File: config.mk
export PLATFORM = sky130hd
export DESIGN_NAME = lzw_forward_sched_flat
export DESIGN_NICKNAME = d
export VERILOG_FILES = /design/src/rtl/lzw_fwd_pkg.sv /design/src/rtl/lzw_forward_sched_if.sv /design/src/rtl/lzw_fwd_out_reg.sv /design/src/rtl/lzw_forward_sched.sv /design/src/flat_wrapper.sv
export SDC_FILE = /design/constraint.sdc
export NUM_CORES = 1
export LEC_CHECK = 0
export CAP_MARGIN = 40
export CORE_MARGIN = 2
export CORE_UTILIZATION = 23
export CTS_CLUSTER_DIAMETER = 50
export DETAILED_ROUTE_END_ITERATION = 7
export DONT_BUFFER_PORTS = 1
export GPL_ROUTABILITY_DRIVEN = 0
export GPL_TIMING_DRIVEN = 0
export PLACE_DENSITY_LB_ADDON = 0.25
export SYNTH_ARGS = -nofsm -noshare
export SYNTH_HDL_FRONTEND = slang
export SYNTH_HIERARCHICAL = 1
export SYNTH_SLANG_ARGS = --single-unit
File: constraint.sdc
create_clock -name I_sys_clk -period 3.58 [get_ports I_sys_clk]
set_input_delay 1.074 -clock I_sys_clk [delete_from_list [all_inputs] [get_ports I_sys_clk]]
set_output_delay 1.074 -clock I_sys_clk [all_outputs]
set_load 0.005 [all_outputs]
File: src/rtl/lzw_fwd_pkg.sv
// Shared types and constants for the LZW forward-prepare scheduler.
package lzw_fwd_pkg;

    localparam int FIFO_W            = 9;
    localparam int LAST_BIT          = 8;
    localparam int DEF_PLOAD_MAX_LEN = 2048;
    // One bit wider than the largest legal length so len+1 never wraps.
    localparam int LEN_W             = 17;

    typedef enum logic [2:0] {
        IDLE   = 3'd0,
        H_ACK  = 3'd1,
        H_RD   = 3'd2,
        P_WAIT = 3'd3,
        P_ACK  = 3'd4,
        P_RD   = 3'd5,
        FLUSH  = 3'd6
    } state_t;

    // One byte of the outgoing stream together with its framing markers.
    typedef struct packed {
        logic [7:0] data;
        logic       sop;
        logic       eop;
        logic       hdr;
    } out_beat_t;

endpackage

File: src/rtl/lzw_forward_sched_if.sv
// Byte stream from the scheduler to the LZW compressor.
interface lzw_forward_sched_if;

    logic [7:0] lzw_data;
    logic       lzw_valid;
    logic       lzw_ready;
    logic       lzw_sop;
    logic       lzw_eop;
    logic       lzw_hdr;

    modport master (
        output lzw_data,
        output lzw_valid,
        output lzw_sop,
        output lzw_eop,
        output lzw_hdr,
        input  lzw_ready
    );

    modport slave (
        input  lzw_data,
        input  lzw_valid,
        input  lzw_sop,
        input  lzw_eop,
        input  lzw_hdr,
        output lzw_ready
    );

endinterface

File: src/rtl/lzw_fwd_out_reg.sv
// Single-entry valid/ready output register for the scheduler byte stream.
module lzw_fwd_out_reg
    import lzw_fwd_pkg::*;
(
    input  logic                       i_clk,
    input  logic                       i_rst,
    input  logic                       i_push,
    input  out_beat_t                  i_beat,
    output logic                       o_load,
    lzw_forward_sched_if.master        lzw
);

    logic      r_valid;
    out_beat_t r_beat;

    // The slot can take a new beat when it is empty or being drained this cycle.
    assign o_load = !r_valid || lzw.lzw_ready;

    // Hold the beat stable until the consumer accepts it.
    always_ff @(posedge i_clk) begin
        if (i_rst) begin
            r_valid <= 1'b0;
            r_beat  <= '0;
        end else if (o_load) begin
            r_valid <= i_push;
            if (i_push) begin
                r_beat <= i_beat;
            end
        end
    end

    assign lzw.lzw_valid = r_valid;
    assign lzw.lzw_data  = r_beat.data;
    assign lzw.lzw_sop   = r_beat.sop;
    assign lzw.lzw_eop   = r_beat.eop;
    assign lzw.lzw_hdr   = r_beat.hdr;

endmodule

File: src/rtl/lzw_forward_sched.sv
// Sequences header and payload FIFOs into one framed byte stream for LZW,
// enforcing a payload length limit and counting completed packets.
module lzw_forward_sched
    import lzw_fwd_pkg::*;
#(
    parameter int PLOAD_MAX_LEN = DEF_PLOAD_MAX_LEN,
    parameter int CNT_W         = 16
)(
    input  logic                 I_sys_clk,
    input  logic                 I_sys_rst,
    input  logic                 I_enable,
    input  logic                 I_head_no_pload,
    input  logic                 I_fifo_head_req,
    output logic                 O_fifo_head_ack,
    output logic                 O_fifo_head_rd,
    input  logic [FIFO_W-1:0]    I_fifo_head_rdata,
    input  logic                 I_fifo_head_empty,
    input  logic                 I_fifo_pload_req,
    output logic                 O_fifo_pload_ack,
    output logic                 O_fifo_pload_rd,
    input  logic [FIFO_W-1:0]    I_fifo_pload_rdata,
    input  logic                 I_fifo_pload_empty,
    lzw_forward_sched_if.master  lzw,
    output logic [CNT_W-1:0]     O_pkt_cnt,
    output logic                 O_err_trunc,
    output logic                 O_busy
);

    localparam logic [LEN_W-1:0] MAX_LEN = LEN_W'(PLOAD_MAX_LEN);

    state_t             r_state;
    state_t             w_state_next;
    logic               r_no_pload;
    logic               w_no_pload_next;
    logic               r_first;
    logic               w_first_next;
    logic [LEN_W-1:0]   r_len;
    logic [LEN_W-1:0]   w_len_next;
    logic [LEN_W-1:0]   w_len_inc;
    logic [CNT_W-1:0]   r_pkt_cnt;
    logic               r_err_trunc;

    logic               w_load;
    logic               w_push;
    out_beat_t          w_beat;
    logic               w_head_ack;
    logic               w_head_rd;
    logic               w_pload_ack;
    logic               w_pload_rd;
    logic               w_cnt_inc;
    logic               w_trunc;

    assign w_len_inc = r_len + LEN_W'(1);

    // Control state and per-packet bookkeeping.
    always_ff @(posedge I_sys_clk) begin
        if (I_sys_rst) begin
            r_state     <= IDLE;
            r_no_pload  <= 1'b0;
            r_first     <= 1'b0;
            r_len       <= '0;
            r_pkt_cnt   <= '0;
            r_err_trunc <= 1'b0;
        end else begin
            r_state     <= w_state_next;
            r_no_pload  <= w_no_pload_next;
            r_first     <= w_first_next;
            r_len       <= w_len_next;
            r_err_trunc <= w_trunc;
            if (w_cnt_inc) begin
                r_pkt_cnt <= r_pkt_cnt + CNT_W'(1);
            end
        end
    end

    // Next state, FIFO grants/pops and the beat offered to the output register.
    // Reads only happen when the output register can take the byte in the same
    // cycle, except in FLUSH where the discarded tail is drained regardless.
    always_comb begin
        w_state_next    = r_state;
        w_no_pload_next = r_no_pload;
        w_first_next    = r_first;
        w_len_next      = r_len;
        w_head_ack      = 1'b0;
        w_head_rd       = 1'b0;
        w_pload_ack     = 1'b0;
        w_pload_rd      = 1'b0;
        w_push          = 1'b0;
        w_beat          = '0;
        w_cnt_inc       = 1'b0;
        w_trunc         = 1'b0;

        case (r_state)
            IDLE: begin
                if (I_enable && I_fifo_head_req) begin
                    w_no_pload_next = I_head_no_pload;
                    w_state_next    = H_ACK;
                end
            end
            H_ACK: begin
                w_head_ack   = 1'b1;
                w_first_next = 1'b1;
                w_state_next = H_RD;
            end
            H_RD: begin
                if (!I_fifo_head_empty && w_load) begin
                    w_head_rd    = 1'b1;
                    w_push       = 1'b1;
                    w_beat.data  = I_fifo_head_rdata[7:0];
                    w_beat.hdr   = 1'b1;
                    w_beat.sop   = r_first;
                    w_first_next = 1'b0;
                    if (I_fifo_head_rdata[LAST_BIT]) begin
                        if (r_no_pload) begin
                            w_beat.eop   = 1'b1;
                            w_cnt_inc    = 1'b1;
                            w_state_next = IDLE;
                        end else begin
                            w_state_next = P_WAIT;
                        end
                    end
                end
            end
            P_WAIT: begin
                if (I_fifo_pload_req) begin
                    w_state_next = P_ACK;
                end
            end
            P_ACK: begin
                w_pload_ack  = 1'b1;
                w_len_next   = '0;
                w_state_next = P_RD;
            end
            P_RD: begin
                if (!I_fifo_pload_empty && w_load) begin
                    w_pload_rd  = 1'b1;
                    w_push      = 1'b1;
                    w_beat.data = I_fifo_pload_rdata[7:0];
                    w_len_next  = w_len_inc;
                    if (I_fifo_pload_rdata[LAST_BIT]) begin
                        w_beat.eop   = 1'b1;
                        w_cnt_inc    = 1'b1;
                        w_state_next = IDLE;
                    end else if (w_len_inc == MAX_LEN) begin
                        w_beat.eop   = 1'b1;
                        w_cnt_inc    = 1'b1;
                        w_trunc      = 1'b1;
                        w_state_next = FLUSH;
                    end
                end
            end
            FLUSH: begin
                if (!I_fifo_pload_empty) begin
                    w_pload_rd = 1'b1;
                    if (I_fifo_pload_rdata[LAST_BIT]) begin
                        w_state_next = IDLE;
                    end
                end
            end
            default: begin
                w_state_next = IDLE;
            end
        endcase
    end

    lzw_fwd_out_reg u_out_reg (
        .i_clk  (I_sys_clk),
        .i_rst  (I_sys_rst),
        .i_push (w_push),
        .i_beat (w_beat),
        .o_load (w_load),
        .lzw    (lzw)
    );

    assign O_fifo_head_ack  = w_head_ack;
    assign O_fifo_head_rd   = w_head_rd;
    assign O_fifo_pload_ack = w_pload_ack;
    assign O_fifo_pload_rd  = w_pload_rd;
    assign O_pkt_cnt        = r_pkt_cnt;
    assign O_err_trunc      = r_err_trunc;
    assign O_busy           = (r_state != IDLE) || lzw.lzw_valid;

endmodule
File: src/flat_wrapper.sv
// flat-port wrapper written by rule: the top's interface ports become plain ports
module lzw_forward_sched_flat import lzw_fwd_pkg::*;
#(
    parameter int PLOAD_MAX_LEN = DEF_PLOAD_MAX_LEN,
    parameter int CNT_W         = 16
)
  (I_sys_clk, I_sys_rst, I_enable, I_head_no_pload, I_fifo_head_req, O_fifo_head_ack, O_fifo_head_rd, I_fifo_head_rdata, I_fifo_head_empty, I_fifo_pload_req, O_fifo_pload_ack, O_fifo_pload_rd, I_fifo_pload_rdata, I_fifo_pload_empty, O_pkt_cnt, O_err_trunc, O_busy, lzw_lzw_data, lzw_lzw_valid, lzw_lzw_sop, lzw_lzw_eop, lzw_lzw_hdr, lzw_lzw_ready);
  lzw_forward_sched_if lzw_i ();
  input  logic I_sys_clk;
  input  logic I_sys_rst;
  input  logic I_enable;
  input  logic I_head_no_pload;
  input  logic I_fifo_head_req;
  output logic O_fifo_head_ack;
  output logic O_fifo_head_rd;
  input  logic [FIFO_W-1:0] I_fifo_head_rdata;
  input  logic I_fifo_head_empty;
  input  logic I_fifo_pload_req;
  output logic O_fifo_pload_ack;
  output logic O_fifo_pload_rd;
  input  logic [FIFO_W-1:0] I_fifo_pload_rdata;
  input  logic I_fifo_pload_empty;
  output logic [CNT_W-1:0] O_pkt_cnt;
  output logic O_err_trunc;
  output logic O_busy;
  output wire logic [$bits(lzw_i.lzw_data)-1:0] lzw_lzw_data;
  output wire logic [$bits(lzw_i.lzw_valid)-1:0] lzw_lzw_valid;
  output wire logic [$bits(lzw_i.lzw_sop)-1:0] lzw_lzw_sop;
  output wire logic [$bits(lzw_i.lzw_eop)-1:0] lzw_lzw_eop;
  output wire logic [$bits(lzw_i.lzw_hdr)-1:0] lzw_lzw_hdr;
  input wire logic [$bits(lzw_i.lzw_ready)-1:0] lzw_lzw_ready;
  assign lzw_lzw_data = lzw_i.lzw_data;
  assign lzw_lzw_valid = lzw_i.lzw_valid;
  assign lzw_lzw_sop = lzw_i.lzw_sop;
  assign lzw_lzw_eop = lzw_i.lzw_eop;
  assign lzw_lzw_hdr = lzw_i.lzw_hdr;
  assign lzw_i.lzw_ready = lzw_lzw_ready;
  lzw_forward_sched #(.PLOAD_MAX_LEN(PLOAD_MAX_LEN), .CNT_W(CNT_W)) u_core (.I_sys_clk(I_sys_clk), .I_sys_rst(I_sys_rst), .I_enable(I_enable), .I_head_no_pload(I_head_no_pload), .I_fifo_head_req(I_fifo_head_req), .O_fifo_head_ack(O_fifo_head_ack), .O_fifo_head_rd(O_fifo_head_rd), .I_fifo_head_rdata(I_fifo_head_rdata), .I_fifo_head_empty(I_fifo_head_empty), .I_fifo_pload_req(I_fifo_pload_req), .O_fifo_pload_ack(O_fifo_pload_ack), .O_fifo_pload_rd(O_fifo_pload_rd), .I_fifo_pload_rdata(I_fifo_pload_rdata), .I_fifo_pload_empty(I_fifo_pload_empty), .lzw(lzw_i), .O_pkt_cnt(O_pkt_cnt), .O_err_trunc(O_err_trunc), .O_busy(O_busy));
endmodule
==> results.cfg <==
[cts]
path_clk_slew_ns = 0.07
cts.repair.resized = 0
postCtsSetupBuffers = 0
clock_tree.root_cell = clkbuf_16
clkLatencyLatePin_ns = 0.29
clk_path_buf_depth = 2
cts_hold_buffers = 0
cts_max_level = 2
cts-buffers-inserted = 5
cts_num_sinks = 51
cts_tree = built

[sta]
rsz0062_at_grt = false
fin_tns_setup_ns = 0
max_slew_margin_pct = 49.9
clock_skew_ns = 0.00794
finalMaxSlewViolations = 0
worstMarginPinSlew_ns = 0.749
period_needed_ns = 3.24
finalCritPeriodShare_pct = 90.5
hold_viol_final = 0
max_freq_ghz = 0.309
setup_violations = 0

[critical_path]
crit_slowest_cell = clkinv_1
r2r_start = u_core/r_len[0]
path_delay_family = buffers and inverters
start_kind = primary input
required_ns = 2.51
reg2reg_slack_ns = 0.44
crit_buf_inv = 3
critPathMaxFanout = 12
rr_worst_depth = 11
critPathMaxStageDelay_ns = 0.26
reg2reg_to = u_core/O_pkt_cnt[14]
criticalPathCategory = in2out
path_cells = nand2b_4 -> buf_6 -> buf_2 -> nor2b_1 -> nand3_1 -> clkinv_1
cp.arrival_ns = 2.16
endpoint_kind = output port

[drt]
vias = 2836
wl_um = 8600
route.detailed.drc = 0
via_per_inst = 5.12
firstDrtPassIters = 5
first_iter_violations = 175
postRouteAntennaNets = 0
route.detailed.wl_per_inst_um = 15.5

[synth]
synth.most_common_cell = dfxtp_1
syn_inst = 374
synth_top_family_by_area = compound AO/OA/AOI/OAI gates
ys.warnings.count = 6
synth_flop_cell = dfxtp_1
synth_edf_count = 0
synthArstFlopShare_pct = 0
yosysUniqueCellTypes = 52
synth-adder-area-share_pct = 1.27
synth-simple-area-share_pct = 27.9
synth_compound_area_share_pct = 28.3
synthMuxAreaShare_pct = 1.01
avgSynthCellArea_sq_um = 7.93
syn_area_sq_um = 2960
ys_seq_area_share_pct = 34.4
synth_xor_area_share_pct = 0.886
synth-seq-cells = 51
synth_area_leaders = dfxtp_1 (34%), a21oi_1 (6.9%), nand3_1 (4.6%)
syn_nets = 404
yosysTopAreaCell = dfxtp_1
synth.top_cell.area_share_pct = 34.4
synth_top_cells_by_count = dfxtp_1 (51), a21oi_1 (41), nor2_1 (31), nand3_1 (27), o21ai_0 (25)

[global_routing]
grt_pass1_wl_um = 13900
grt_max_degree = 17
grt_usage_pct = 12.3
grt_pass1_vias = 2650
overflow = 0
antenna_found_initial = 0

[cells_and_area]
area_growth_pct = 12.9
fin_util_pct = 26.5
drive_above_1_share_pct = 9.16
final_nets = 411
diodes = 0

[worst_hold_path]
hold_path.class = reg2reg
min_path_cells = 2
hp-start = u_core/r_first
worstHoldEndpoint = u_core/r_first

[pwr]
swShare_pct = 28.6
power.internal_mw = 0.998
p_switching_mw = 0.400
power.share.clock_pct = 40.2
p_seq_share_pct = 43.0
p_comb_share_pct = 16.8
power.leakage_nw = 1.03
powerDensity_nw_per_um2 = 418
ir_drop_uv = 173

[place]
portBuffers = 0
post-dp-hpwl_um = 6220

[outcome]
status = completed

[floorplan]
start_util_pct = 23.5
dieArea_sq_um = 13800
row_count = 41
coreArea_sq_um = 12600
die_h_um = 118
fp.dieW_um = 118
num_io_pins = 61

[run]
maxCapViolations = 0
[how the worst max path moves through the flow]
stage / from / endpoint / slack, ns / depth (start not counted)
floorplan: lzw_lzw_ready / O_fifo_head_rd / 0.57 / 6
finish: lzw_lzw_ready / O_fifo_head_rd / 0.34 / 6
detailed placement: lzw_lzw_ready / u_core/u_out_reg/lzw.lzw_sop / 0.15 / 10
global route: u_core/r_len[0] / u_core/O_pkt_cnt[14] / 0.20 / 11
global placement: lzw_lzw_ready / u_core/O_pkt_cnt[11] / 0.17 / 11
CTS: lzw_lzw_ready / O_fifo_head_rd / 0.33 / 6
[stage by stage]
stage          worst slack, ns  instance area, sq um  instances  hold slack (ns)  power, mW
5_1_grt                  0.200                  3350        554            0.525       1.47
2_1_floorplan            0.572                  2960        374            0.448      0.792
6_report                 0.342                  3350        554            0.489       1.40
4_1_cts                  0.326                  3350        554            0.493       1.42
3_5_place_dp             0.146                  3180        546            0.474      0.848
3_3_place_gp             0.170                  3180        546            0.470      0.848
[power by group through the flow]
stage | combinational (mW) | sequential, mW | clock [mW]
after floorplan | 0.181 | 0.611 | 0
after global placement | 0.234 | 0.614 | 0
after detailed placement | 0.234 | 0.614 | 0
after CTS | 0.235 | 0.601 | 0.580
after global routing | 0.263 | 0.605 | 0.605
final | 0.235 | 0.601 | 0.562
[cell families (layout without fill, tap and decap cells)]
logic type / after synthesis / after routing
simple gates: 151 / 151
buf+inv: 39 / 47
mux: 3 / 3
fa+ha+maj: 3 / 3
compound gates: 124 / 124
xor+xnor: 3 / 3
flops: 51 / 51
[area by class of cell]
cell class	count	area [sq um]
flip-flops and latches	51	1020
fillers	1421	9270
plain buffers	28	143
well taps	172	215
clock inverters	2	38.8
inverters	11	41.3
multi-input cells	284	1760
clock buffers	6	129
[tightest hold or removal path, delay by kind of cell, from the launching register on]
| family | cells | cell delay, ns |
|---|---|---|
| AOI/OAI and AO/OA | 1 | 0.06 |
| DFF | 1 | 0.33 |
| and+or+nand+nor | 1 | 0.07 |
[cells in the final DEF, fill, tap and decap left out, drive strengths merged, types with 2 or more instances in the layout]
| cell | n |
|---|---|
| a211oi | 4 |
| a21bo | 11 |
| a21oi | 49 |
| a22o | 8 |
| a311oi | 5 |
| a31oi | 3 |
| and2 | 4 |
| and3 | 3 |
| and4 | 3 |
| buf | 12 |
| clkbuf | 22 |
| dfxtp | 51 |
| ha | 3 |
| inv | 11 |
| mux2i | 3 |
| nand2 | 23 |
| nand2b | 2 |
| nand3 | 28 |
| nand3b | 3 |
| nand4 | 10 |
| nand4b | 2 |
| nor2 | 31 |
| nor2b | 5 |
| nor3 | 8 |
| nor4 | 4 |
| o211ai | 2 |
| o21ai | 25 |
| o31ai | 9 |
| or2 | 2 |
| or3 | 10 |
| or4 | 12 |
| xnor2 | 2 |
[metal layers]
metal	track usage [%]	part of all wire (%)
met5	0	0
met4	3.39	0.99
met3	2.86	5.5
met2	20.0	47
met1	16.4	46
[sequential cells by signal, summed over array words and instances, names as in the netlist, 3 cells and up]
register,cells
u_core/r_state,3
u_core/O_pkt_cnt,16
u_core/r_len,17
u_core/u_out_reg/lzw.lzw_data,8
No activity file was read; power rests on OpenSTA's default activity.
